[config.mk]
export PLATFORM = sky130hd
export DESIGN_NAME = mips_main_control_flat
export DESIGN_NICKNAME = d
export VERILOG_FILES = /design/src/rtl/mips_main_control_if.sv /design/src/rtl/mips_main_control.sv /design/src/flat_wrapper.sv
export SDC_FILE = /design/constraint.sdc
export NUM_CORES = 1
export LEC_CHECK = 0
export BUFFER_PORTS_ARGS = -buffer_cell sky130_fd_sc_hd__buf_4
export CELL_PAD_IN_SITES_DETAIL_PLACEMENT = 0
export CELL_PAD_IN_SITES_GLOBAL_PLACEMENT = 1
export CORE_ASPECT_RATIO = 0.9
export CORE_MARGIN = 4
export CORE_UTILIZATION = 28
export CTS_BUF_LIST = sky130_fd_sc_hd__clkbuf_8
export DETAILED_ROUTE_END_ITERATION = 16
export PLACE_DENSITY = 0.85
export RECOVER_POWER = 100
export SYNTH_ARGS = -nofsm -noshare
export SYNTH_HDL_FRONTEND = slang
export SYNTH_SLANG_ARGS = --single-unit
export TNS_END_PERCENT = 20
[constraint.sdc]
create_clock -name clk -period 1.3 [get_ports clk]
set_clock_uncertainty 0.1 [all_clocks]
set_input_delay 0.065 -clock clk [delete_from_list [all_inputs] [get_ports clk]]
set_output_delay 0.065 -clock clk [all_outputs]
set_load 0.02 [all_outputs]
[src/rtl/mips_main_control_if.sv]
// Control bundle between the multicycle MIPS main control unit and the
// datapath: instruction opcode and memory handshake in, mux selects,
// write strobes and ALUOp out.
interface mips_main_control_if;
  logic [5:0] op_code;
  logic       mem_ready;
  logic       IorD;
  logic       MemWrite;
  logic       IRWrite;
  logic       RegDst;
  logic       MemtoReg;
  logic       RegWrite;
  logic       ALUSrcA;
  logic [1:0] ALUSrcB;
  logic [1:0] ALUOp;
  logic       zero_ext;
  logic [1:0] PCSrc;
  logic       PCWrite;
  logic       branch_eq;
  logic       branch_ne;
  logic       illegal_op;
  logic [3:0] state;

  // Control unit side.
  modport master (
    input  op_code, mem_ready,
    output IorD, MemWrite, IRWrite, RegDst, MemtoReg, RegWrite, ALUSrcA,
           ALUSrcB, ALUOp, zero_ext, PCSrc, PCWrite, branch_eq, branch_ne,
           illegal_op, state
  );

  // Datapath / IR / memory side.
  modport slave (
    output op_code, mem_ready,
    input  IorD, MemWrite, IRWrite, RegDst, MemtoReg, RegWrite, ALUSrcA,
           ALUSrcB, ALUOp, zero_ext, PCSrc, PCWrite, branch_eq, branch_ne,
           illegal_op, state
  );
endinterface

[src/rtl/mips_main_control.sv]
// Multicycle MIPS main control unit: Moore FSM stepping each instruction
// through fetch/decode/execute/memory/writeback and driving datapath
// selects, write strobes and the ALUOp code for alu_control.
module mips_main_control (
  input  logic                clk,
  input  logic                rstb,
  mips_main_control_if.master bus
);

  localparam logic [3:0] S_FETCH    = 4'd0;
  localparam logic [3:0] S_DECODE   = 4'd1;
  localparam logic [3:0] S_MEMADR   = 4'd2;
  localparam logic [3:0] S_MEMREAD  = 4'd3;
  localparam logic [3:0] S_MEMWB    = 4'd4;
  localparam logic [3:0] S_MEMWRITE = 4'd5;
  localparam logic [3:0] S_EXECUTE  = 4'd6;
  localparam logic [3:0] S_ALUWB    = 4'd7;
  localparam logic [3:0] S_BRANCH   = 4'd8;
  localparam logic [3:0] S_IEXEC    = 4'd9;
  localparam logic [3:0] S_IWB      = 4'd10;
  localparam logic [3:0] S_JUMP     = 4'd11;

  localparam logic [5:0] OP_RTYPE = 6'h00;
  localparam logic [5:0] OP_J     = 6'h02;
  localparam logic [5:0] OP_BEQ   = 6'h04;
  localparam logic [5:0] OP_BNE   = 6'h05;
  localparam logic [5:0] OP_ADDI  = 6'h08;
  localparam logic [5:0] OP_SLTI  = 6'h0A;
  localparam logic [5:0] OP_ANDI  = 6'h0C;
  localparam logic [5:0] OP_ORI   = 6'h0D;
  localparam logic [5:0] OP_XORI  = 6'h0E;
  localparam logic [5:0] OP_LW    = 6'h23;
  localparam logic [5:0] OP_SW    = 6'h2B;

  logic [3:0] state_r;
  logic [3:0] next_state_s;

  logic       iord_s;
  logic       mem_write_s;
  logic       ir_write_s;
  logic       reg_dst_s;
  logic       mem_to_reg_s;
  logic       reg_write_s;
  logic       alu_src_a_s;
  logic [1:0] alu_src_b_s;
  logic [1:0] alu_op_s;
  logic       zero_ext_s;
  logic [1:0] pc_src_s;
  logic       pc_write_s;
  logic       branch_eq_s;
  logic       branch_ne_s;
  logic       illegal_op_s;

  // Logical immediates (ANDI/ORI/XORI) use a zero-extended immediate.
  function automatic logic is_logic_imm(input logic [5:0] op);
    return (op == OP_ANDI) || (op == OP_ORI) || (op == OP_XORI);
  endfunction

  // Every opcode this unit knows how to sequence.
  function automatic logic is_supported(input logic [5:0] op);
    case (op)
      OP_RTYPE, OP_J, OP_BEQ, OP_BNE, OP_ADDI, OP_SLTI,
      OP_ANDI, OP_ORI, OP_XORI, OP_LW, OP_SW: return 1'b1;
      default:                                 return 1'b0;
    endcase
  endfunction

  // State register; reset drops straight back to FETCH without a clock.
  always_ff @(posedge clk or negedge rstb) begin
    if (!rstb) begin
      state_r <= S_FETCH;
    end else begin
      state_r <= next_state_s;
    end
  end

  // Next-state sequencing; memory states wait on mem_ready, 12-15 recover to FETCH.
  always_comb begin
    next_state_s = S_FETCH;
    case (state_r)
      S_FETCH:    next_state_s = bus.mem_ready ? S_DECODE : S_FETCH;
      S_DECODE: begin
        case (bus.op_code)
          OP_LW, OP_SW:                              next_state_s = S_MEMADR;
          OP_RTYPE:                                  next_state_s = S_EXECUTE;
          OP_BEQ, OP_BNE:                            next_state_s = S_BRANCH;
          OP_ADDI, OP_SLTI, OP_ANDI, OP_ORI, OP_XORI: next_state_s = S_IEXEC;
          OP_J:                                      next_state_s = S_JUMP;
          default:                                   next_state_s = S_FETCH;
        endcase
      end
      S_MEMADR: begin
        case (bus.op_code)
          OP_LW:   next_state_s = S_MEMREAD;
          OP_SW:   next_state_s = S_MEMWRITE;
          default: next_state_s = S_FETCH;
        endcase
      end
      S_MEMREAD:  next_state_s = bus.mem_ready ? S_MEMWB : S_MEMREAD;
      S_MEMWB:    next_state_s = S_FETCH;
      S_MEMWRITE: next_state_s = bus.mem_ready ? S_FETCH : S_MEMWRITE;
      S_EXECUTE:  next_state_s = S_ALUWB;
      S_ALUWB:    next_state_s = S_FETCH;
      S_BRANCH:   next_state_s = S_FETCH;
      S_IEXEC:    next_state_s = S_IWB;
      S_IWB:      next_state_s = S_FETCH;
      S_JUMP:     next_state_s = S_FETCH;
      default:    next_state_s = S_FETCH;
    endcase
  end

  // Per-state datapath controls; only a few signals look at op_code or mem_ready.
  always_comb begin
    iord_s       = 1'b0;
    mem_write_s  = 1'b0;
    ir_write_s   = 1'b0;
    reg_dst_s    = 1'b0;
    mem_to_reg_s = 1'b0;
    reg_write_s  = 1'b0;
    alu_src_a_s  = 1'b0;
    alu_src_b_s  = 2'b00;
    alu_op_s     = 2'b00;
    zero_ext_s   = 1'b0;
    pc_src_s     = 2'b00;
    pc_write_s   = 1'b0;
    branch_eq_s  = 1'b0;
    branch_ne_s  = 1'b0;
    illegal_op_s = 1'b0;
    case (state_r)
      S_FETCH: begin
        alu_src_b_s = 2'b01;
        ir_write_s  = bus.mem_ready;
        pc_write_s  = bus.mem_ready;
      end
      S_DECODE: begin
        alu_src_b_s  = 2'b11;
        illegal_op_s = ~is_supported(bus.op_code);
      end
      S_MEMADR: begin
        alu_src_a_s = 1'b1;
        alu_src_b_s = 2'b10;
      end
      S_MEMREAD: begin
        iord_s = 1'b1;
      end
      S_MEMWB: begin
        mem_to_reg_s = 1'b1;
        reg_write_s  = 1'b1;
      end
      S_MEMWRITE: begin
        iord_s      = 1'b1;
        mem_write_s = 1'b1;
      end
      S_EXECUTE: begin
        alu_src_a_s = 1'b1;
        alu_op_s    = 2'b10;
      end
      S_ALUWB: begin
        reg_dst_s   = 1'b1;
        reg_write_s = 1'b1;
      end
      S_BRANCH: begin
        alu_src_a_s = 1'b1;
        alu_op_s    = 2'b01;
        pc_src_s    = 2'b01;
        branch_eq_s = (bus.op_code == OP_BEQ);
        branch_ne_s = (bus.op_code == OP_BNE);
      end
      S_IEXEC: begin
        alu_src_a_s = 1'b1;
        alu_src_b_s = 2'b10;
        alu_op_s    = 2'b11;
        zero_ext_s  = is_logic_imm(bus.op_code);
      end
      S_IWB: begin
        reg_write_s = 1'b1;
        zero_ext_s  = is_logic_imm(bus.op_code);
      end
      S_JUMP: begin
        pc_src_s   = 2'b10;
        pc_write_s = 1'b1;
      end
      default: begin
        alu_src_b_s = 2'b00;
      end
    endcase
  end

  // Strobes are qualified by rstb so nothing writes while reset is held.
  assign bus.MemWrite   = mem_write_s  & rstb;
  assign bus.IRWrite    = ir_write_s   & rstb;
  assign bus.RegWrite   = reg_write_s  & rstb;
  assign bus.PCWrite    = pc_write_s   & rstb;
  assign bus.branch_eq  = branch_eq_s  & rstb;
  assign bus.branch_ne  = branch_ne_s  & rstb;
  assign bus.illegal_op = illegal_op_s & rstb;

  assign bus.IorD     = iord_s;
  assign bus.RegDst   = reg_dst_s;
  assign bus.MemtoReg = mem_to_reg_s;
  assign bus.ALUSrcA  = alu_src_a_s;
  assign bus.ALUSrcB  = alu_src_b_s;
  assign bus.ALUOp    = alu_op_s;
  assign bus.zero_ext = zero_ext_s;
  assign bus.PCSrc    = pc_src_s;
  assign bus.state    = state_r;

endmodule

[src/flat_wrapper.sv]
// flat-port wrapper written by rule: the top's interface ports become plain ports
module mips_main_control_flat 
  (clk, rstb, bus_op_code, bus_mem_ready, bus_IorD, bus_MemWrite, bus_IRWrite, bus_RegDst, bus_MemtoReg, bus_RegWrite, bus_ALUSrcA, bus_ALUSrcB, bus_ALUOp, bus_zero_ext, bus_PCSrc, bus_PCWrite, bus_branch_eq, bus_branch_ne, bus_illegal_op, bus_state);
  mips_main_control_if bus_i ();
  input  logic clk;
  input  logic rstb;
  input wire logic [$bits(bus_i.op_code)-1:0] bus_op_code;
  input wire logic [$bits(bus_i.mem_ready)-1:0] bus_mem_ready;
  output wire logic [$bits(bus_i.IorD)-1:0] bus_IorD;
  output wire logic [$bits(bus_i.MemWrite)-1:0] bus_MemWrite;
  output wire logic [$bits(bus_i.IRWrite)-1:0] bus_IRWrite;
  output wire logic [$bits(bus_i.RegDst)-1:0] bus_RegDst;
  output wire logic [$bits(bus_i.MemtoReg)-1:0] bus_MemtoReg;
  output wire logic [$bits(bus_i.RegWrite)-1:0] bus_RegWrite;
  output wire logic [$bits(bus_i.ALUSrcA)-1:0] bus_ALUSrcA;
  output wire logic [$bits(bus_i.ALUSrcB)-1:0] bus_ALUSrcB;
  output wire logic [$bits(bus_i.ALUOp)-1:0] bus_ALUOp;
  output wire logic [$bits(bus_i.zero_ext)-1:0] bus_zero_ext;
  output wire logic [$bits(bus_i.PCSrc)-1:0] bus_PCSrc;
  output wire logic [$bits(bus_i.PCWrite)-1:0] bus_PCWrite;
  output wire logic [$bits(bus_i.branch_eq)-1:0] bus_branch_eq;
  output wire logic [$bits(bus_i.branch_ne)-1:0] bus_branch_ne;
  output wire logic [$bits(bus_i.illegal_op)-1:0] bus_illegal_op;
  output wire logic [$bits(bus_i.state)-1:0] bus_state;
  assign bus_i.op_code = bus_op_code;
  assign bus_i.mem_ready = bus_mem_ready;
  assign bus_IorD = bus_i.IorD;
  assign bus_MemWrite = bus_i.MemWrite;
  assign bus_IRWrite = bus_i.IRWrite;
  assign bus_RegDst = bus_i.RegDst;
  assign bus_MemtoReg = bus_i.MemtoReg;
  assign bus_RegWrite = bus_i.RegWrite;
  assign bus_ALUSrcA = bus_i.ALUSrcA;
  assign bus_ALUSrcB = bus_i.ALUSrcB;
  assign bus_ALUOp = bus_i.ALUOp;
  assign bus_zero_ext = bus_i.zero_ext;
  assign bus_PCSrc = bus_i.PCSrc;
  assign bus_PCWrite = bus_i.PCWrite;
  assign bus_branch_eq = bus_i.branch_eq;
  assign bus_branch_ne = bus_i.branch_ne;
  assign bus_illegal_op = bus_i.illegal_op;
  assign bus_state = bus_i.state;
  mips_main_control u_core (.clk(clk), .rstb(rstb), .bus(bus_i));
endmodule
* After elaboration in Yosys (flattened, before gate mapping) *
Index checks and enable logic that the tools add are counted.

cells by class
  mux-type cells = 23
  reduce and logical (&&, ||, !) cells = 13
  divide/modulo/power cells = 0
  multipliers = 0
  add/sub/neg operators = 0
  equal/unequal tests = 21
  magnitude comparators = 0
  shifts and indexed selects = 0
  bitwise gates (word level) = 8

operator list
  cell                number
  $eq 6x4->1 const B  5
  $pmux 4 s7          1
  $pmux 4 s5          1
  $eq 4x3->1 const B  4
  $eq 4x4->1 const B  4
  $mux 1              14
  $eq 6x3->1 const B  2
  $eq 6x6->1 const B  2
  $pmux 2 s3          2
  $reduce_or 11->1    1
  $reduce_or 2->1     5
  $eq 4x2->1 const B  2
  $and 1x1->1         7
  $eq 6x2->1 const B  1
  $logic_not 6->1     1
  $mux 3              2
  $pmux 3 s2          1
  $reduce_or 5->1     1
  $eq 4x1->1 const B  1
  $logic_not 4->1     1
  $pmux 2 s2          1
  $reduce_or 4->1     1
  $reduce_or 3->1     1
  $logic_or 1x1->1    2
  other kinds (2)     2

word-level totals
  word-level logic and storage cells = 66
  latch bits = 0
  memories = 0
  register bits = 4
  memory bits (read-only) = 0
  RAM bits = 0

* Logic depth before layout (Yosys ltp) *
Gate-level depths: netlist of the first run.

  depth after elaboration = 7
  depth in mapped cells = 5
  depth with buffers taken out = 4

* Worst setup path before layout of the first run *
No wires, ideal clock.

  path kind = flip-flop to output port
  start point = register u_core.state_r[3] (netlist: u_core.bus.state[3])
  end point = output port bus_PCWrite
  slack = -0.484 ns
  arrival time = 1.619 ns
  required time = 1.135 ns
  cell stages (with the launch flop) = 6
  cells stage by stage = dfrtp_1 -> buf_6 -> nor2_2 -> nand3_1 -> nor3_1 -> a21o_1

on the way
  cells in the longest elaborated chain, start to end = 3
  elaborated cells on any way between the ends = 4
  those cells by class = eq/ne (1); mux (1); bitwise (1); reduce/logical (1)

RTL lines
  element                                        line                      text
  start, declared                                mips_main_control.sv:35   logic [3:0] state_r;
  start signal, assigned                         mips_main_control.sv:73   state_r <= next_state_s;
  $eq 4x4->1 or $logic_not 4->1 (tied branches)  mips_main_control.sv:129  case (state_r)
  $pmux 1 s2 (*)                                 mips_main_control.sv:129
  $and 1x1->1 (*)                                mips_main_control.sv:193  assign bus.PCWrite = pc_write_s & rstb;
  end, declared                                  flat_wrapper.sv:20        output wire logic [$bits(bus_i.PCWrite)-1:0] bus_PCWrite;

Every way passes the cells marked *; elsewhere a longest branch is shown, timed or not.

* Final worst setup path of the first run *
  start point = register u_core.state_r[1] (netlist: u_core.bus.state[1])
  end point = output port bus_IorD

on the way
  cells in the longest elaborated chain, start to end = 3
  elaborated cells on any way between the ends = 4
  those cells by class = eq/ne (2); mux (1); reduce/logical (1)

RTL lines
  element                                   line                      text
  $eq 4x2->1 or $eq 4x3->1 (tied branches)  mips_main_control.sv:129
  $reduce_or 2->1 (no source line) (*)      n/a
  $mux 1 (*)                                mips_main_control.sv:129
  end, declared                             flat_wrapper.sv:9         output wire logic [$bits(bus_i.IorD)-1:0] bus_IorD;

Marked as above.

==> results.sh, run 1 <==
export IMPL_grt_pass1_vias=876
export IMPL_criticalPathCategory="flop to primary output"
export IMPL_dieArea_um2=2980
export IMPL_rows=15
export IMPL_syn_nets=92
export IMPL_synth_main_ff_cell="dfrtp_1"
export IMPL_final_area_um2=1300
export IMPL_antenna_found_initial=0
export IMPL_cts_buffer_depth=2
export IMPL_yosysSeqAreaShare=0.165
export IMPL_path_clk_slew_ns=0.03
export IMPL_cts_htree_levels=1
export IMPL_synth_avg_cell_area_um2=7.33
export IMPL_grt_max_degree=10
export IMPL_slew_headroom=0.797
export IMPL_ant_nets=0
export IMPL_tightest_slew_ns=0.304
export IMPL_end_kind="primary output"
export IMPL_cp_buffers_inverters=3
export IMPL_multiInputGateArea_um2=553
export IMPL_largest_reg_flops=4
export IMPL_fp_dieW_um=57.1
export IMPL_area_delta_synth_final_pct=114
export IMPL_max_freq_mhz=613
export IMPL_p_leak_uw=0.000591
export IMPL_worstPathArrival_ns=1.47
export IMPL_clkSinkCount=4
export IMPL_insertion_delay_ns=0.22
export IMPL_gr_total_overflow=0
export IMPL_period_minus_slack_ns=1.63
export IMPL_cts_tree="built"
export IMPL_vias_per_cell=5.30
export IMPL_cp_required_ns=1.13
export IMPL_synth_cells=83
export IMPL_power_density_nw_per_um2=719
export IMPL_drive_gt1_frac=0.644
export IMPL_crit_path_cell_trace="buf_4 -> buf_4 -> xnor2_1 -> nor3b_1 -> buf_4"
export IMPL_dp_cells=152
export IMPL_violations="negative setup slack"
export IMPL_slew_violations=0
export IMPL_cap_violations=0
export IMPL_max_stage_delay_ns=0.45
export IMPL_finalSetupViolations=22
export IMPL_vias=906
export IMPL_final_cells=171
export IMPL_synth_top_area_share=0.165
export IMPL_drc=0
export IMPL_numCtsBuffers=3
export IMPL_numPortBuffers=30
export IMPL_regArea_um2=105
export IMPL_grt_use_total=0.174
export IMPL_firstDrtPassIters=4
export IMPL_cpMostUsedCell="buf_4"
export IMPL_cp_start_kind="flop"
export IMPL_placed_area_um2=1000
export IMPL_grt_pass1_wl_mm=3.93
export IMPL_cp_top_family="buffers and inverters"
export IMPL_fin_crit_sh=1.25
export IMPL_finalNetCount=157
export IMPL_rsz0062_at_grt="true"
export IMPL_start_util=0.306
export IMPL_pin_count=31
export IMPL_ir_worst_vdd_mv=0.589
export IMPL_die_h_um=52.2
export IMPL_r2r_setup_slack_ns=-0.16
export IMPL_dp_hpwl_mm=1.59
export IMPL_synth_edf_count=0
export IMPL_synthesis_area_um2=608
export IMPL_hold_class="input pin to flop"
export IMPL_routed_wl_mm=2.55
export IMPL_num_antenna_cells=0
export IMPL_finalWorstSetupSlack_ns=-0.331
export IMPL_hold_violations=0
export IMPL_netlist_top_cells_area="dfrtp_1, buf_6, nand2b_1"
export IMPL_synth_async_sr_flop_share=1.00
export IMPL_synth_top_area_cell="dfrtp_1"
export IMPL_cts_root_buffer="clkbuf_8"
export IMPL_place_ws_ns=-0.172
export IMPL_synth_cell_types=37
export IMPL_yosysWarnings=0
export IMPL_drt_iter0_markers=23
export IMPL_synth_seq_cells=4
export IMPL_finalPower_uw=937
export IMPL_cp_slowest_cell="dfrtp_2"
export IMPL_place_congestion=0.831
export IMPL_yosys_top_cells_count="nor2_1, nand2b_1, nand2_1"
export IMPL_yosysMostFrequentCell="nor2_1"
export IMPL_status="finished with violations"
export IMPL_crit_fanout=6
export IMPL_num_fill_cells=168
export IMPL_core_area_um2=1990
export IMPL_wl_per_cell_um=14.9
## power breakdown
| group | switching [µW] | internal [µW] | leakage [µW] |
|---|---|---|---|
| clock network | 73.3 | 198 | 0.0000216 |
| logic | 245 | 260 | 0.000521 |
| registers | 23.4 | 137 | 0.0000481 |
## kinds of logic (layout without fill, tap and decap cells)
group / after synthesis / in the layout / share of synthesized area
XOR/XNOR: 1 / 1 / 0.0144
buffers and inverters: 8 / 71 / 0.105
AO/OA/AOI/OAI: 19 / 19 / 0.216
flip-flops: 4 / 4 / 0.165
AND/OR/NAND/NOR: 50 / 50 / 0.484
multiplexers: 1 / 1 / 0.0165
## per-layer routing
layer | GRT usage | up-vias | wire length (µm)
met3 | 0.0148 | 12 | 181
met5 | 0 | - | 0
li1 | - | 426 | -
met1 | 0.195 | 416 | 1030
met2 | 0.323 | 52 | 1280
met4 | 0.100 | 0 | 59
## through the flow
step / setup TNS (ns) / hold slack [ns] / util
6_report: -4.36 / 0.0390 / 0.655
5_1_grt: -5.48 / 0.0479 / 0.655
4_1_cts: -4.25 / 0.0483 / 0.607
3_5_place_dp: -1.47 / -0.210 / 0.503
3_3_place_gp: -0.968 / -0.208 / 0.503
2_1_floorplan: -1.83 / -0.331 / -
## worst paths after layout
| kind | start | end | cells after the start |
|---|---|---|---|
| max in group asynchronous | rstb | u_core.bus.state[3] | 2 |
| setup / recovery | u_core.bus.state[1] | bus_IorD | 5 |
| hold reg to reg | u_core.bus.state[3] | u_core.bus.state[2] | 3 |
| min in group asynchronous | rstb | u_core.bus.state[2] | 2 |
| hold / removal | bus_op_code[3] | u_core.bus.state[1] | 2 |
| setup reg to reg | u_core.bus.state[1] | u_core.bus.state[2] | 5 |
## layout by cell type (no fill, tap or decap), types with 3 or more instances in the layout
cell | Yosys | final
nand3_1 | 5 | 4
nand2_1 | 6 | 4
clkbuf_8 | 0 | 3
buf_4 | 1 | 47
dfrtp_2 | 0 | 4
a21oi_1 | 4 | 3
buf_6 | 4 | 18
nor2_4 | 0 | 4
nand2b_4 | 0 | 3
nor2_1 | 10 | 7
o22ai_1 | 4 | 3
nor3_4 | 0 | 3
nand2b_1 | 7 | 5
## area by class of cell
type,instances,share of cell area
repair buffers,66,0.434
multi-input cells,71,0.424
flip-flops and latches,4,0.0806
clock buffers,3,0.0317
well taps,25,0.0240
inverters,2,0.00576
## what timing repair did
action | 4_1_cts | 5_1_grt
gates cloned | 0 | 0
gates resized for setup | 22 | 15
buffers inserted | 10 | 5
hold buffers | 1 | 0
setup endpoints to repair | 21 | 23
endpoints found under the hold margin | 4 | 0
pin swaps | 8 | 5
Power figures use the tool's default switching activity.
==> run 2, diff against run 1 <==
--- a/config.mk
+++ b/config.mk
@@ -7,2 +7,3 @@
 export LEC_CHECK = 0
+export ABC_AREA = 1
 export BUFFER_PORTS_ARGS = -buffer_cell sky130_fd_sc_hd__buf_4
@@ -12,3 +13,3 @@
 export CORE_MARGIN = 4
-export CORE_UTILIZATION = 28
+export CORE_UTILIZATION = 25
 export CTS_BUF_LIST = sky130_fd_sc_hd__clkbuf_8
@@ -17,2 +18,3 @@
 export RECOVER_POWER = 100
+export SLEW_MARGIN = 20
 export SYNTH_ARGS = -nofsm -noshare
--- a/constraint.sdc
+++ b/constraint.sdc
@@ -4,2 +4,2 @@
 set_output_delay 0.065 -clock clk [all_outputs]
-set_load 0.02 [all_outputs]
+set_load 0.05 [all_outputs]
==> results.sh, run 2 <==
export IMPL_power_density_nw_per_um2=969
export IMPL_dp_cells=184
export IMPL_hold_class="input pin to flop"
export IMPL_grt_use_total=0.143
export IMPL_crit_path_cell_trace="buf_4 -> nor2_4 -> nand2_2 -> nand3_2 -> nand2_1 -> inv_1 -> buf_6"
export IMPL_num_fill_cells=218
export IMPL_max_freq_mhz=645
export IMPL_cp_slowest_cell="dfrtp_2"
export IMPL_p_clk_frac=0.217
export IMPL_clkSinkCount=4
export IMPL_rows=16
export IMPL_drive_gt1_frac=0.577
export IMPL_final_area_um2=1240
export IMPL_cts_htree_levels=1
export IMPL_mostFrequentLayoutCell="buf_4"
export IMPL_yosysWarnings=0
export IMPL_numCtsBuffers=3
export IMPL_firstDrtPassIters=4
export IMPL_p_switching_uw=554
export IMPL_gr_total_overflow=0
export IMPL_ant_nets=0
export IMPL_syn_nets=121
export IMPL_criticalPathCategory="flop to primary output"
export IMPL_synth_async_sr_flop_share=1.00
export IMPL_p_int_uw=646
export IMPL_r2r_setup_slack_ns=-0.04
export IMPL_cts_root_buffer="clkbuf_8"
export IMPL_fp_dieW_um=59.1
export IMPL_start_util=0.266
export IMPL_finalSetupViolations=21
export IMPL_vias_per_cell=4.37
export IMPL_synth_seq_cells=4
export IMPL_dp_hpwl_mm=1.69
export IMPL_final_cells=190
export IMPL_yosysSeqAreaShare=0.171
export IMPL_slew_headroom=0.843
export IMPL_max_stage_delay_ns=0.42
export IMPL_finalNetCount=174
export IMPL_vias=830
export IMPL_synth_main_ff_cell="dfrtp_1"
export IMPL_cts_tree="built"
export IMPL_layout_common_cells="buf_4, nand2_1, buf_6"
export IMPL_violations="negative setup slack"
export IMPL_cap_violations=0
export IMPL_hold_violations=0
export IMPL_core_area_um2=2200
export IMPL_drc=0
export IMPL_yosysMostFrequentCell="nand2_1"
export IMPL_ir_worst_vdd_mv=0.561
export IMPL_synth_top_area_cell="nand2_1"
export IMPL_grt_pass1_vias=810
export IMPL_slew_violations=0
export IMPL_crit_fanout=5
export IMPL_power_frac_seq=0.141
export IMPL_synth_cells=112
export IMPL_status="finished with violations"
export IMPL_insertion_delay_ns=0.22
export IMPL_die_h_um=54.0
export IMPL_path_clk_slew_ns=0.03
export IMPL_place_congestion=0.797
export IMPL_drt_iter0_markers=11
export IMPL_synth_top_area_share=0.179
export IMPL_synth_cell_types=13
export IMPL_routed_wl_mm=2.13
export IMPL_post_route_util=0.563
export IMPL_p_leak_uw=0.000717
export IMPL_dieArea_um2=3190
export IMPL_finalSetupTns_ns=-3.11
export IMPL_grt_max_degree=8
export IMPL_finalPower_uw=1200
export IMPL_yosys_top_cells_count="nand2_1, nor2_1, inv_1"
export IMPL_finalWorstSetupSlack_ns=-0.251
export IMPL_cts_buffer_depth=2
export IMPL_period_minus_slack_ns=1.55
export IMPL_synth_edf_count=0
export IMPL_largest_reg_flops=4
export IMPL_cp_start_kind="flop"
export IMPL_synthesis_area_um2=587
export IMPL_netlist_top_cells_area="nand2_1, dfrtp_1, nor2_1"
export IMPL_fin_crit_sh=1.19
export IMPL_wl_per_cell_um=11.2
export IMPL_p_comb_frac=0.642
export IMPL_num_antenna_cells=0
export IMPL_grt_pass1_wl_mm=3.44
export IMPL_pin_count=31
export IMPL_antenna_found_initial=0
export IMPL_rsz0062_at_grt="true"
export IMPL_cp_required_ns=1.13
export IMPL_synth_avg_cell_area_um2=5.24
export IMPL_area_delta_synth_final_pct=111
export IMPL_placed_area_um2=1010
export IMPL_worstPathArrival_ns=1.39
export IMPL_tightest_slew_ns=0.235
export IMPL_numPortBuffers=30
export IMPL_end_kind="primary output"
export IMPL_p_sw_frac=0.462
-- run 2: metrics by stage --
stage	worst slack, ns	hold WS [ns]
after floorplan	-0.459	-0.331
after global placement	-0.0871	-0.204
after detailed placement	-0.126	-0.201
after CTS	-0.239	0.124
after global routing	-0.320	0.147
final	-0.251	0.129
-- run 2: what timing repair did --
item | 4_1_cts | 5_1_grt
hold buffers | 1 | 0
pin swaps | 7 | 2
gates cloned | 0 | 0
gates resized for setup | 29 | 19
hold endpoints to repair | 4 | 0
endpoints found under the setup margin | 21 | 22
buffers inserted | 2 | 0
-- run 2: cell families (layout without fill, tap and decap cells) --
group / Yosys count / count (layout) / share of synthesized area
AOI/OAI and AO/OA: 4 / 4 / 0.0341
buffers and inverters: 24 / 75 / 0.154
and+or+nand+nor: 80 / 80 / 0.642
DFF: 4 / 4 / 0.171
-- run 2: power by group through the flow --
stage | logic (µW) | registers (µW) | clock network (µW)
floorplan | 338 | 215 | 0
global placement | 649 | 160 | 0
detailed placement | 652 | 162 | 0
CTS | 723 | 168 | 268
global route | 823 | 173 | 270
finish | 770 | 170 | 261
-- run 2: metal layers --
layer,part of all wire,track usage,wire (µm)
met5,0,0,0
met4,0.011,0.0453,23
met3,0.061,0.0336,130
met2,0.54,0.268,1150
met1,0.39,0.160,828
-- run 2: path summary, 6_finish.rpt --
| check | start | to | depth (start not counted) |
|---|---|---|---|
| max in group asynchronous | rstb | u_core.bus.state[1] | 2 |
| worst min-delay path | bus_op_code[3] | u_core.bus.state[1] | 4 |
| min in group asynchronous | rstb | u_core.bus.state[0] | 2 |
| worst min register to register | u_core.bus.state[0] | u_core.bus.state[0] | 5 |
| worst max-delay path | u_core.bus.state[3] | bus_RegWrite | 7 |
| worst max register to register | u_core.bus.state[1] | u_core.bus.state[1] | 7 |
-- run 2: worst max-delay path: cells and delay by family, from the launching register on --
kind | cells | cell delay [ns]
flops | 1 | 0.42
simple gates | 4 | 0.39
buf+inv | 3 | 0.36
-- run 2: final cells by class --
cell class,instances,area [µm²],share of cell area
multi-input combinational,84,512,0.413
inverter,24,90.1,0.0727
sequential,4,105,0.0848
timing repair buffer,48,457,0.369
clock buffer,3,41.3,0.0333
tap,27,33.8,0.0273
